## config.mk

```make
export PLATFORM = sky130hd
export DESIGN_NAME = mips_divider
export DESIGN_NICKNAME = d
export VERILOG_FILES = /design/src/rtl/mips_divider_pkg.sv /design/src/rtl/mips_divider_sign_fix.sv /design/src/rtl/mips_divider.sv
export SDC_FILE = /design/constraint.sdc
export NUM_CORES = 1
export LEC_CHECK = 0
export CORE_AREA = 2 2 173 175
export DETAILED_ROUTE_END_ITERATION = 16
export DIE_AREA = 0 0 175 177
export PLACE_DENSITY = 0.63
export SLEW_MARGIN = 5
export SYNTH_ARGS = -nofsm -noshare
export SYNTH_HDL_FRONTEND = slang
export SYNTH_SLANG_ARGS = --single-unit
```

## constraint.sdc

```tcl
create_clock -name clk -period 9.75 [get_ports clk]
set_input_delay 1.4625 -clock clk [delete_from_list [all_inputs] [get_ports clk]]
set_output_delay 1.4625 -clock clk [all_outputs]
set_load 0.05 [all_outputs]
```

## src/rtl/mips_divider_pkg.sv

```systemverilog
// Shared definitions for the div/divu iterative divider and the controller
// that stalls on it.
package mips_divider_pkg;

    localparam int DIV_N       = 32;
    localparam int DIV_LATENCY = DIV_N + 1;

    localparam logic [5:0] DIV  = 6'b011010;
    localparam logic [5:0] DIVU = 6'b011011;

    typedef enum logic [1:0] {
        IDLE = 2'd0,
        RUN  = 2'd1,
        FIX  = 2'd2,
        ZERO = 2'd3
    } div_state_t;

endpackage

```

## src/rtl/mips_divider_sign_fix.sv

```systemverilog
// Conditional two's-complement negate, used for operand magnitudes and for
// applying the result signs.
module div_sign_fix #(
    parameter int N = 32
) (
    input  logic [N-1:0] i_val,
    input  logic         i_neg,
    output logic [N-1:0] o_val
);

    assign o_val = i_neg ? (~i_val + {{(N-1){1'b0}}, 1'b1}) : i_val;

endmodule

```

## src/rtl/mips_divider.sv

```systemverilog
// Restoring divider for div/divu: quotient to LO (o_q), remainder to HI (o_r),
// fixed N+1 edge latency, one edge for divide-by-zero.
module mips_divider
    import mips_divider_pkg::*;
#(
    parameter int N = DIV_N
) (
    input  logic         clk,
    input  logic         reset,
    input  logic         i_start,
    input  logic         i_is_signed,
    input  logic [N-1:0] i_a,
    input  logic [N-1:0] i_b,
    output logic         o_busy,
    output logic         o_done,
    output logic         o_div_by_zero,
    output logic [N-1:0] o_q,
    output logic [N-1:0] o_r,
    output div_state_t   o_state
);

    localparam int CW = $clog2(N);

    // Handshake: i_start is sampled only while o_busy=0; o_done pulses one
    // cycle with o_q/o_r valid, and the divider is already idle in that cycle.

    div_state_t    r_state;
    logic [N:0]    r_rem;
    logic [N-1:0]  r_quo;
    logic [N-1:0]  r_divisor;
    logic [CW-1:0] r_cnt;
    logic          r_sign_q;
    logic          r_sign_r;
    logic          r_busy;
    logic          r_done;
    logic          r_dbz;
    logic [N-1:0]  r_q;
    logic [N-1:0]  r_r;

    logic          w_idle;
    logic [N-1:0]  w_fix_in;
    logic          w_fix_neg;
    logic [N-1:0]  w_fix_out;
    logic [N-1:0]  w_abs_b;
    logic [N-1:0]  w_rem_fix;
    logic [N+1:0]  w_shift;
    logic [N+1:0]  w_trial;

    assign w_idle = (r_state == IDLE);

    // One negator serves |a| while idle and the quotient sign in FIX.
    assign w_fix_in  = w_idle ? i_a : r_quo;
    assign w_fix_neg = w_idle ? (i_is_signed & i_a[N-1]) : r_sign_q;

    div_sign_fix #(.N(N)) u_fix_aq (
        .i_val (w_fix_in),
        .i_neg (w_fix_neg),
        .o_val (w_fix_out)
    );

    div_sign_fix #(.N(N)) u_fix_b (
        .i_val (i_b),
        .i_neg (i_is_signed & i_b[N-1]),
        .o_val (w_abs_b)
    );

    div_sign_fix #(.N(N)) u_fix_r (
        .i_val (r_rem[N-1:0]),
        .i_neg (r_sign_r),
        .o_val (w_rem_fix)
    );

    assign w_shift = {r_rem, r_quo[N-1]};
    assign w_trial = w_shift - {2'b00, r_divisor};

    always_ff @(posedge clk) begin
        if (reset) begin
            r_state   <= IDLE;
            r_rem     <= '0;
            r_quo     <= '0;
            r_divisor <= '0;
            r_cnt     <= '0;
            r_sign_q  <= 1'b0;
            r_sign_r  <= 1'b0;
            r_busy    <= 1'b0;
            r_done    <= 1'b0;
            r_dbz     <= 1'b0;
            r_q       <= '0;
            r_r       <= '0;
        end else begin
            r_done <= 1'b0;
            case (r_state)
                IDLE: begin
                    if (i_start) begin
                        r_busy   <= 1'b1;
                        r_dbz    <= 1'b0;
                        r_rem    <= '0;
                        r_cnt    <= CW'(N - 1);
                        r_sign_q <= i_is_signed & (i_a[N-1] ^ i_b[N-1]);
                        r_sign_r <= i_is_signed & i_a[N-1];
                        if (i_b == '0) begin
                            // Raw dividend parked in r_quo becomes HI.
                            r_quo   <= i_a;
                            r_state <= ZERO;
                        end else begin
                            r_quo     <= w_fix_out;
                            r_divisor <= w_abs_b;
                            r_state   <= RUN;
                        end
                    end
                end
                RUN: begin
                    if (!w_trial[N+1]) begin
                        r_rem <= w_trial[N:0];
                        r_quo <= {r_quo[N-2:0], 1'b1};
                    end else begin
                        r_rem <= w_shift[N:0];
                        r_quo <= {r_quo[N-2:0], 1'b0};
                    end
                    r_cnt <= r_cnt - CW'(1);
                    if (r_cnt == '0) r_state <= FIX;
                end
                FIX: begin
                    r_q     <= w_fix_out;
                    r_r     <= w_rem_fix;
                    r_done  <= 1'b1;
                    r_busy  <= 1'b0;
                    r_state <= IDLE;
                end
                ZERO: begin
                    r_q     <= '1;
                    r_r     <= r_quo;
                    r_dbz   <= 1'b1;
                    r_done  <= 1'b1;
                    r_busy  <= 1'b0;
                    r_state <= IDLE;
                end
                default: r_state <= IDLE;
            endcase
        end
    end

    assign o_busy        = r_busy;
    assign o_done        = r_done;
    assign o_div_by_zero = r_dbz;
    assign o_q           = r_q;
    assign o_r           = r_r;
    assign o_state       = r_state;

endmodule
```

### After elaboration in Yosys (flattened, before gate mapping)

Cells that the tools add are included.

* register bits after elaboration: 173
* bits of input ports: 68

* add/sub/neg operators: 5
* eq/ne operators: 5
* muxes and demuxes: 25
* bitwise operators: 8
* reduce and logical (&&, ||, !) cells: 14

Operators with widths (number)
* 32-bit two-way mux: 6
* 32-bit one-hot mux with 2 select lines: 3
* 32-bit by 1-bit adder with 32-bit output (second input constant): 3
* 32-bit inverter: 3
* 33-bit two-way mux: 2
* 33-bit one-hot mux with 2 select lines: 1
* 34-bit by 32-bit subtractor with 34-bit output: 1
* 32-bit logical NOT: 1
* 5-bit one-hot mux with 2 select lines: 1
* 2-bit AND reduction: 5
* 2-bit nonzero test: 4
* 2-bit two-way mux: 3
* 2-bit one-hot mux with 3 select lines: 1
* 5-bit logical NOT: 1
* 1-bit two-way mux: 5
* 5-bit two-way mux: 1
* 5-bit by 1-bit subtractor with 5-bit output (second input constant): 1
* 2-bit == test (second input constant): 2
* 2-bit != test (second input constant): 2
* 1-bit one-hot mux with 2 select lines: 2
* 1-bit bitwise AND: 3
* 3-bit AND reduction: 1
* 2-bit by 1-bit == test with 1-bit output (second input constant): 1
* 2-bit logical NOT: 1
* other kinds (3): 3

### Logic depth before layout (Yosys ltp)

Gate-level depths: netlist of run 1.

* depth in word-level cells: 8
* mapped depth: 15
* depth with buffers taken out: 13

### Modules after synthesis

From an unflattened synthesis of run 1, not the netlist that was laid out.

* cells, all modules: 1373
* area total of the unflattened synthesis: 11546.1 um^2

By module, submodules not included
* mips_divider: instances 1, cells each 1076, area an instance 9215.1 um^2, seq. area each 3463.3 um^2
* div_sign_fix: instances 3, cells each 99, area an instance 777.0 um^2, seq. area each 0.0 um^2

### Least setup slack after synthesis of run 1

OpenSTA, ideal clock, no wires.

* path type: input-to-reg
* from: input i_b[4]
* to: register r_divisor[29]
* setup time: 0.086 ns
* data arrival time: 3.596 ns
* slack: 6.068 ns
* stages: 9
* buffers on the path: 0
* cells stage by stage: or3_1 -> or4_1 -> or2_1 -> nor2_2 -> nand3b_1 -> or2_1 -> o41ai_2 -> xor2_1 -> a211oi_1

* word-level cells in the longest chain between the ends: 3
* elaborated cells on any way between the ends: 6
* those cells by class: add/sub (1); mux (1); bitwise (2); reduce/logical (2)

Ends and longest elaborated chain
* from (decl): RTL line mips_divider.sv:13 `input logic [N-1:0] i_b,`
* 32-bit inverter or 32-bit logical NOT (tied branches): RTL line mips_divider_sign_fix.sv:11, mips_divider.sv:101
* 32-bit by 1-bit adder with 32-bit output or 1-bit inverter (tied branches)
* 32-bit two-way mux or 3-bit AND reduction (tied branches)
* to (signal assigned): RTL line mips_divider.sv:107 `r_divisor <= w_abs_b;`
* to (decl): RTL line mips_divider.sv:30 `logic [N-1:0] r_divisor;`

Several ways; a longest one is shown, not always the timed one.
A chain may end at the register's enable or synchronous reset.

### Worst setup path after layout of run 1

* from: register r_state[1], in the netlist o_state[1]
* to: register r_quo[29]

* word-level cells in the longest chain between the ends: 8
* elaborated cells on any way between the ends: 13
* those cells by class: add/sub (1); eq/ne (2); mux (6); bitwise (1); reduce/logical (3)

Ends and longest elaborated chain
* from (decl): RTL line mips_divider.sv:27 `div_state_t r_state;`
* from (signal assigned): RTL line mips_divider.sv:78 `r_state <= IDLE;`
* from (signal assigned): RTL line mips_divider.sv:104 `r_state <= ZERO;`
* from (signal assigned): RTL line mips_divider.sv:108 `r_state <= RUN;`
* 2-bit logical NOT: RTL line mips_divider.sv:49, mips_divider.sv:92
* 32-bit two-way mux: RTL line mips_divider.sv:52 `assign w_fix_in = w_idle ? i_a : r_quo;`
* 32-bit inverter: RTL line mips_divider_sign_fix.sv:11 `assign o_val = i_neg ? (~i_val + {{(N-1){1'b0}}, 1'b1}) : i_val;`
* 32-bit by 1-bit adder with 32-bit output: RTL line mips_divider_sign_fix.sv:11
* 32-bit two-way mux: RTL line mips_divider_sign_fix.sv:11
* 32-bit two-way mux: RTL line mips_divider.sv:101 `if (i_b == '0) begin`
* 32-bit two-way mux: RTL line mips_divider.sv:94 `if (i_start) begin`
* 32-bit one-hot mux with 2 select lines: RTL line mips_divider.sv:92 `case (r_state)`
* to (signal assigned): RTL line mips_divider.sv:103 `r_quo <= i_a;`
* to (signal assigned): RTL line mips_divider.sv:106 `r_quo <= w_fix_out;`
* to (signal assigned): RTL line mips_divider.sv:115 `r_quo <= {r_quo[N-2:0], 1'b1};`
* to (decl): RTL line mips_divider.sv:29 `logic [N-1:0] r_quo;`

Several ways; a longest one is shown, not always the timed one. The select of a mux whose other input is x is not followed.

==> results of run 1 <==
==> synth_stat cells (5+ instances only) <==
| library cell | number |
|---|---|
| nor2_1 | 198 |
| dfxtp_1 | 173 |
| nand2_1 | 155 |
| o21ai_0 | 110 |
| a21oi_1 | 83 |
| xor2_1 | 75 |
| clkbuf_1 | 66 |
| mux2i_1 | 65 |
| a211oi_1 | 60 |
| inv_1 | 51 |
| xnor2_1 | 51 |
| nor3_1 | 42 |
| ha_1 | 37 |
| o31ai_1 | 23 |
| buf_2 | 19 |
| nand3_1 | 17 |
| a222oi_1 | 16 |
| o22ai_1 | 13 |
| a21o_1 | 12 |
| a31oi_1 | 12 |
| o211ai_1 | 12 |
| nor4_1 | 11 |
| and3_1 | 10 |
| nand4_1 | 10 |
| nor2b_1 | 10 |
| nand2b_1 | 9 |
| o21a_1 | 9 |
| or3_1 | 9 |
| a221oi_1 | 7 |
| a22oi_1 | 7 |
| buf_1 | 7 |
| nor3b_1 | 6 |
| o41ai_1 | 6 |
| or4_1 | 6 |
| o21ai_1 | 5 |
| o21bai_1 | 5 |
==> critical path: cells and delay by family, from the launching register on <==
kind	cells	cell delay, ns
simple gates	3	1.56
compound gates	5	1.34
flops	1	0.64
buf+inv	1	0.56
xor+xnor	1	0.09
==> metrics by stage <==
| step | setup WS [ns] | total power (uW) | area, um^2 | hold slack [ns] |
|---|---|---|---|---|
| 2_1_floorplan | 6.07 | 1190 | 11500 | 0.428 |
| 3_3_place_gp | 5.18 | 1360 | 13100 | 0.437 |
| 3_5_place_dp | 5.09 | 1360 | 13100 | 0.442 |
| 4_1_cts | 5.48 | 2030 | 13600 | 0.450 |
| 5_1_grt | 5.01 | 2130 | 13600 | 0.465 |
| 6_report | 5.43 | 2030 | 13600 | 0.450 |
==> state kept, by name (all words and copies together) (netlist names) <==
signal / count
r_quo: 32
r_sign_q: 1
r_cnt: 5
o_done: 1
o_busy: 1
o_state: 2
r_rem: 33
r_divisor: 32
o_div_by_zero: 1
o_r: 32
o_q: 32
r_sign_r: 1
==> final cells by class <==
type	instances	area, um^2	area share (%)
Clock buffer	17	425	3.12
Clock inverter	15	149	1.09
Inverter	52	195	1.43
Multi-Input combinational cell	1163	7450	54.6
Sequential cell	173	3470	25.4
Tap cell	390	488	3.58
Timing Repair Buffer	151	1470	10.8
==> layout by cell type, fill, tap and decap left out, types with 13 or more instances in the layout <==
cell type and count:
a211oi_1 60, o22ai_1 13, clkbuf_16 17, nor2_1 196, xor2_1 75, o21ai_0 109, xnor2_1 51, a222oi_1 16
buf_4 16, o31ai_1 23, inv_1 51, nand2_1 155, clkdlybuf4s50_1 135, ha_1 37, a21oi_1 83, nor3_1 42
mux2i_1 65, dfxtp_1 171, nand3_1 17
==> per-layer routing <==
metal,vias to the layer above,global-route usage [%],share of wire (%)
li1,5483,-,-
met1,5069,31.1,48
met2,398,34.1,44
met3,46,3.14,6.3
met4,0,6.32,1.7
met5,-,0,0
==> kinds of logic (layout without fill, tap and decap cells) <==
group / Yosys count / after routing / share of synthesized area (%)
AO/OA/AOI/OAI: 415 / 415 / 23.7
XOR/XNOR: 127 / 127 / 9.78
adder cells (fa/ha/maj): 38 / 38 / 4.22
buffers and inverters: 144 / 235 / 4.93
flip-flops: 173 / 173 / 30.2
multiplexers: 68 / 68 / 6.01
AND/OR/NAND/NOR: 515 / 515 / 21.1
==> worst min-delay path by stage <==
stage	start	to	slack, ns	depth (start not counted)
floorplan	r_sign_q	r_sign_q	0.43	2
global placement	r_sign_q	r_sign_q	0.44	2
detailed placement	r_sign_q	r_sign_q	0.44	2
CTS	r_sign_q	r_sign_q	0.45	2
global route	r_sign_q	r_sign_q	0.47	2
finish	r_sign_q	r_sign_q	0.45	2
==> report_power, final <==
group | switching (uW) | total, uW | internal (uW)
registers | 51.6 | 803 | 751
logic | 338 | 549 | 211
clock network | 335 | 677 | 342
total | 725 | 2030 | 1300
==> results.md, run 1 <==
* HP Class: reg -> reg
* Placed cells at 1929
* Setup TNS at 0 ns
* CTS sink count at 173
* Aggregate routed wire length at 34000 um
* R2R depth at 10
* Gp weighted congestion at 0.911
* Maximum fanout along the worst path at 43
* Max incr delay on CP at 0.72 ns
* Die Y at 177 um
* Initial antenna violation count at 0
* Top cell type's share of synthesized area at 30.2%
* Final setup violation count at 0
* Largest net degree at the start of global routing at 81
* Worst Tran Pin Value at 1.13 ns
* Maxcap violations at 0
* CTS tree: yes
* CP Cell Sequence: buf_4 > or2_1 > a21oi_1 > nor4b_2 > o211ai_2 > nor4_4 > o21ai_2 > o21ai_0 > xor2_1 > a2111oi_0
* Core Area at 29200 um^2
* Final std cells w/o fill at 1961
* Slew Limit Fails at 0
* Post-synth top area cell: dfxtp_1
* RSZ-0062 raised after global routing: false
* IO Port Bufs at 136
* Leakage at 0.00503 uW
* Post-DR wirelength/cell at 17.4 um
* Post-layout util at 46.7%
* Post-CTS Setup Repair Bufs at 0
* H-tree depth at 4
* Synthesis Warnings at 0
* Clock skew at 0.0166 ns
* Final hold viol count at 0
* Cts hold-fix bufs at 0
* CP endpoint: r_quo[29]
* Initial core utilization at 39.2%
* First-pass GRT wire length at 54600 um
* Reg2reg end: r_quo[29]
* Synth top area cells: dfxtp_1 (30%), nor2_1 (6.5%), xor2_1 (5.7%), mux2i_1 (5.7%), nand2_1 (5.1%)
* Congestion Overflow GR at 0
* Post-route antenna net violation count at 0
* # DRC at 0
* Number of global-route vias before repair at 10100
* Reg clk slew, reported paths at 0.08 ns
* Tcrit/Tclk final at 44.3%
* DR iter-0 viols at 1098
* Nets at 1664
* Row count at 63
* Slack of the worst reg-to-reg path at 5.43 ns
* Max Root-Sink Buffers at 2
* Die width at 175 um
* Number of flops mapped to enable cells by yosys at 0
* Tmin final at 4.32 ns
* Status: complete, no violations
* Startpoint types: register
* Post-synth cell types at 86
* Fmax at 232 MHz
* Layout cells sized above 1 at 5.35%
* P per Cell Area at 149 nW/um^2
* Clock root cell: clkbuf_16
* Total GRT Usage at 21.8%
* Slew HR at 24.6%
* Synthesis-to-finish area growth at 19.2%
* Mapped Cells at 1480
* Number of buffers created by CTS at 17
* Worst VDD drop at 0.125 mV
* IO Pins at 137
* Critical setup path kind: reg -> reg
* DP HPWL at 24800 um
* R2r startpoint: o_state[1]
* Diodes inserted at 0
* Mean Syn Cell Area at 7.74 um^2
* WP data required at 10.07 ns
* Mapped cell area at 11500 um^2
* Vias at 11000
* Syn_nets at 1586
* Top FF cell, synth: dfxtp_1
* Fillcell total at 2919
* Yosys reg bits at 173
* Clock latency on the worst-skew pair at 0.44 ns
* Crit path DAT at 4.64 ns
* PostCTS Resize Cnt at 0
* Sequential area share after synthesis at 30.2%
* CP Launch Point: o_state[1]
* Vias per cell at 5.61
* DRT Pass-1 Iters at 7
* Slowest-stage cell, CP: or2_1
* CP endpoint kind: register
* Die ar. at 31000 um^2
* Async set-reset flop share out of synthesis at 0%
No activity file was read; power rests on OpenSTA's default activity.
==> run 2: changes to the inputs <==
clock period = 4.05 ns   (was 9.75 ns; I/O delays follow)
==> run 2 against run 1 <==
- clock power increased to 2.7 times the previous value
- critical path type unchanged
- core utilization rose by 0.85 points
- die area is the same
- highest routed layer unchanged
- largest power group unchanged
- register-to-register slack got worse by 4.9 ns
- via count grew 1.7%
- critical path depth up 3
==> results.md, run 2 (same netlist as run 1, synthesis figures left out) <==
* Placed cells at 1949
* CTS tree: yes
* Critical setup path kind: reg -> reg
* H-tree depth at 4
* Nets at 1684
* Post-route antenna net violation count at 0
* Hold slack at 0.453 ns
* Largest net degree at the start of global routing at 63
* Core Area at 29200 um^2
* Initial core utilization at 39.2%
* Post-CTS Setup Repair Bufs at 0
* Startpoint types: register
* Vias per cell at 5.65
* Slew HR at 31.5%
* Fmax at 287 MHz
* Overall power at 5080 uW
* Clock root cell: clkbuf_16
* Reg clk slew, reported paths at 0.07 ns
* Clock skew at 0.0123 ns
* Maximum fanout along the worst path at 4
* Storage cell area at 3470 um^2
* Setup TNS at 0 ns
* Vias at 11200
* First-pass GRT wire length at 55600 um
* Total GRT Usage at 22.2%
* Maxcap violations at 0
* Area of the multi-input gates at 7460 um^2
* Crit path DAT at 3.80 ns
* Gp weighted congestion at 0.933
* Status: complete, no violations
* Cts hold-fix bufs at 0
* Die ar. at 31000 um^2
* Number of global-route vias before repair at 10400
* IO Port Bufs at 136
* DRT Pass-1 Iters at 6
* Layout cells sized above 1 at 6.47%
* WP data required at 4.37 ns
* Met1 GRT Util at 31.3%
* Synthesis-to-finish area growth at 21.4%
* Fillcell total at 2846
* PostCTS Resize Cnt at 0
* Die width at 175 um
* CP endpoint kind: register
* Largest register by flop count: r_rem
* Aggregate routed wire length at 34700 um
* GRT met2 Usage at 35.6%
* CTS sink count at 173
* # DRC at 0
* IO Pins at 137
* P per Cell Area at 365 nW/um^2
* Clock latency on the worst-skew pair at 0.43 ns
* Largest register FFs at 33
* Worst VDD drop at 0.302 mV
* Diodes inserted at 0
* Most frequent cells in the layout: nor2_1 (196), dfxtp_1 (171), nand2_1 (155)
* Initial antenna violation count at 0
* Final std cells w/o fill at 1981
* Row count at 63
* Final hold viol count at 0
* RSZ-0062 raised after global routing: false
* DP HPWL at 25800 um
* HP Class: reg -> reg
* Worst Tran Pin Value at 1.03 ns
* Tmin final at 3.48 ns
* Final setup violation count at 0
* Post-DR wirelength/cell at 17.5 um
* Slew Limit Fails at 0
* Congestion Overflow GR at 0
* Number of buffers created by CTS at 17
* Most common cell after layout, fill and taps aside: nor2_1
* Grt met3 use at 2.51%
* Max Root-Sink Buffers at 2
* DR iter-0 viols at 904
* Die Y at 177 um
* Global route hottest layer: met2
* Leakage at 0.00517 uW
* Tcrit/Tclk final at 85.9%
==> run 2: cell types whose count changed in the layout (fill, tap and decap cells not counted), sizes merged <==
| cell | previous run | this run |
|---|---|---|
| inv | 60 | 57 |
| clkinv | 6 | 4 |
| bufinv | 0 | 4 |
| clkbuf | 17 | 18 |
| buf | 16 | 36 |
==> run 2: critical path: stages (launching register included) <==
cell and delay, ns:
dfxtp_1 0.34, inv_1 0.15, ha_1 0.23, inv_1 0.07, fa_1 0.42, a211oi_1 0.23
o21bai_1 0.11, a21oi_1 0.20, o21ai_0 0.21, a311oi_1 0.50, nor2b_1 0.13, o311ai_0 0.46
nor2_1 0.10, a211o_1 0.23
==> run 2: area by class of cell <==
cell class / instances / share of cell area, %
Timing Repair Buffer: 171 / 11.9
Clock inverter: 14 / 1.45
Multi-Input combinational cell: 1163 / 53.7
Tap cell: 390 / 3.51
Clock buffer: 18 / 3.09
Sequential cell: 173 / 25.0
Inverter: 52 / 1.40
==> run 2: path summary, 6_finish.rpt <==
kind	cells past startpoint	slack (ns)	endpoint	from
worst max-delay path	13	0.57	r_rem[32]	r_quo[31]
worst min-delay path	2	0.45	r_sign_q	r_sign_q
worst max register to register	13	0.57	r_rem[32]	r_quo[31]
worst min register to register	2	0.45	r_sign_q	r_sign_q
==> run 2: where the power goes <==
group / total, uW / switching [uW] / internal (uW)
sequential: 1920 / 109 / 1810
clock: 1800 / 749 / 1050
combinational: 1360 / 837 / 526
total: 5080 / 1690 / 3380
==> run 2: per-layer routing <==
layer | wire [um] | vias up | share of wire (%)
met3 | 2100 | 53 | 6.1
met2 | 15600 | 400 | 45
met4 | 658 | 0 | 1.9
met5 | 0 | - | 0
li1 | - | 5510 | -
met1 | 16400 | 5220 | 47
==> run 2: through the flow <==
stage / setup WS, ns / utilization [%] / area [um^2]
final: 0.572 / 47.5 / 13900
after global routing: 0.318 / 47.5 / 13900
after CTS: 0.571 / 47.5 / 13900
after detailed placement: 0.309 / 45.4 / 13300
after global placement: 0.356 / 45.4 / 13300
after floorplan: 0.457 / - / 11500
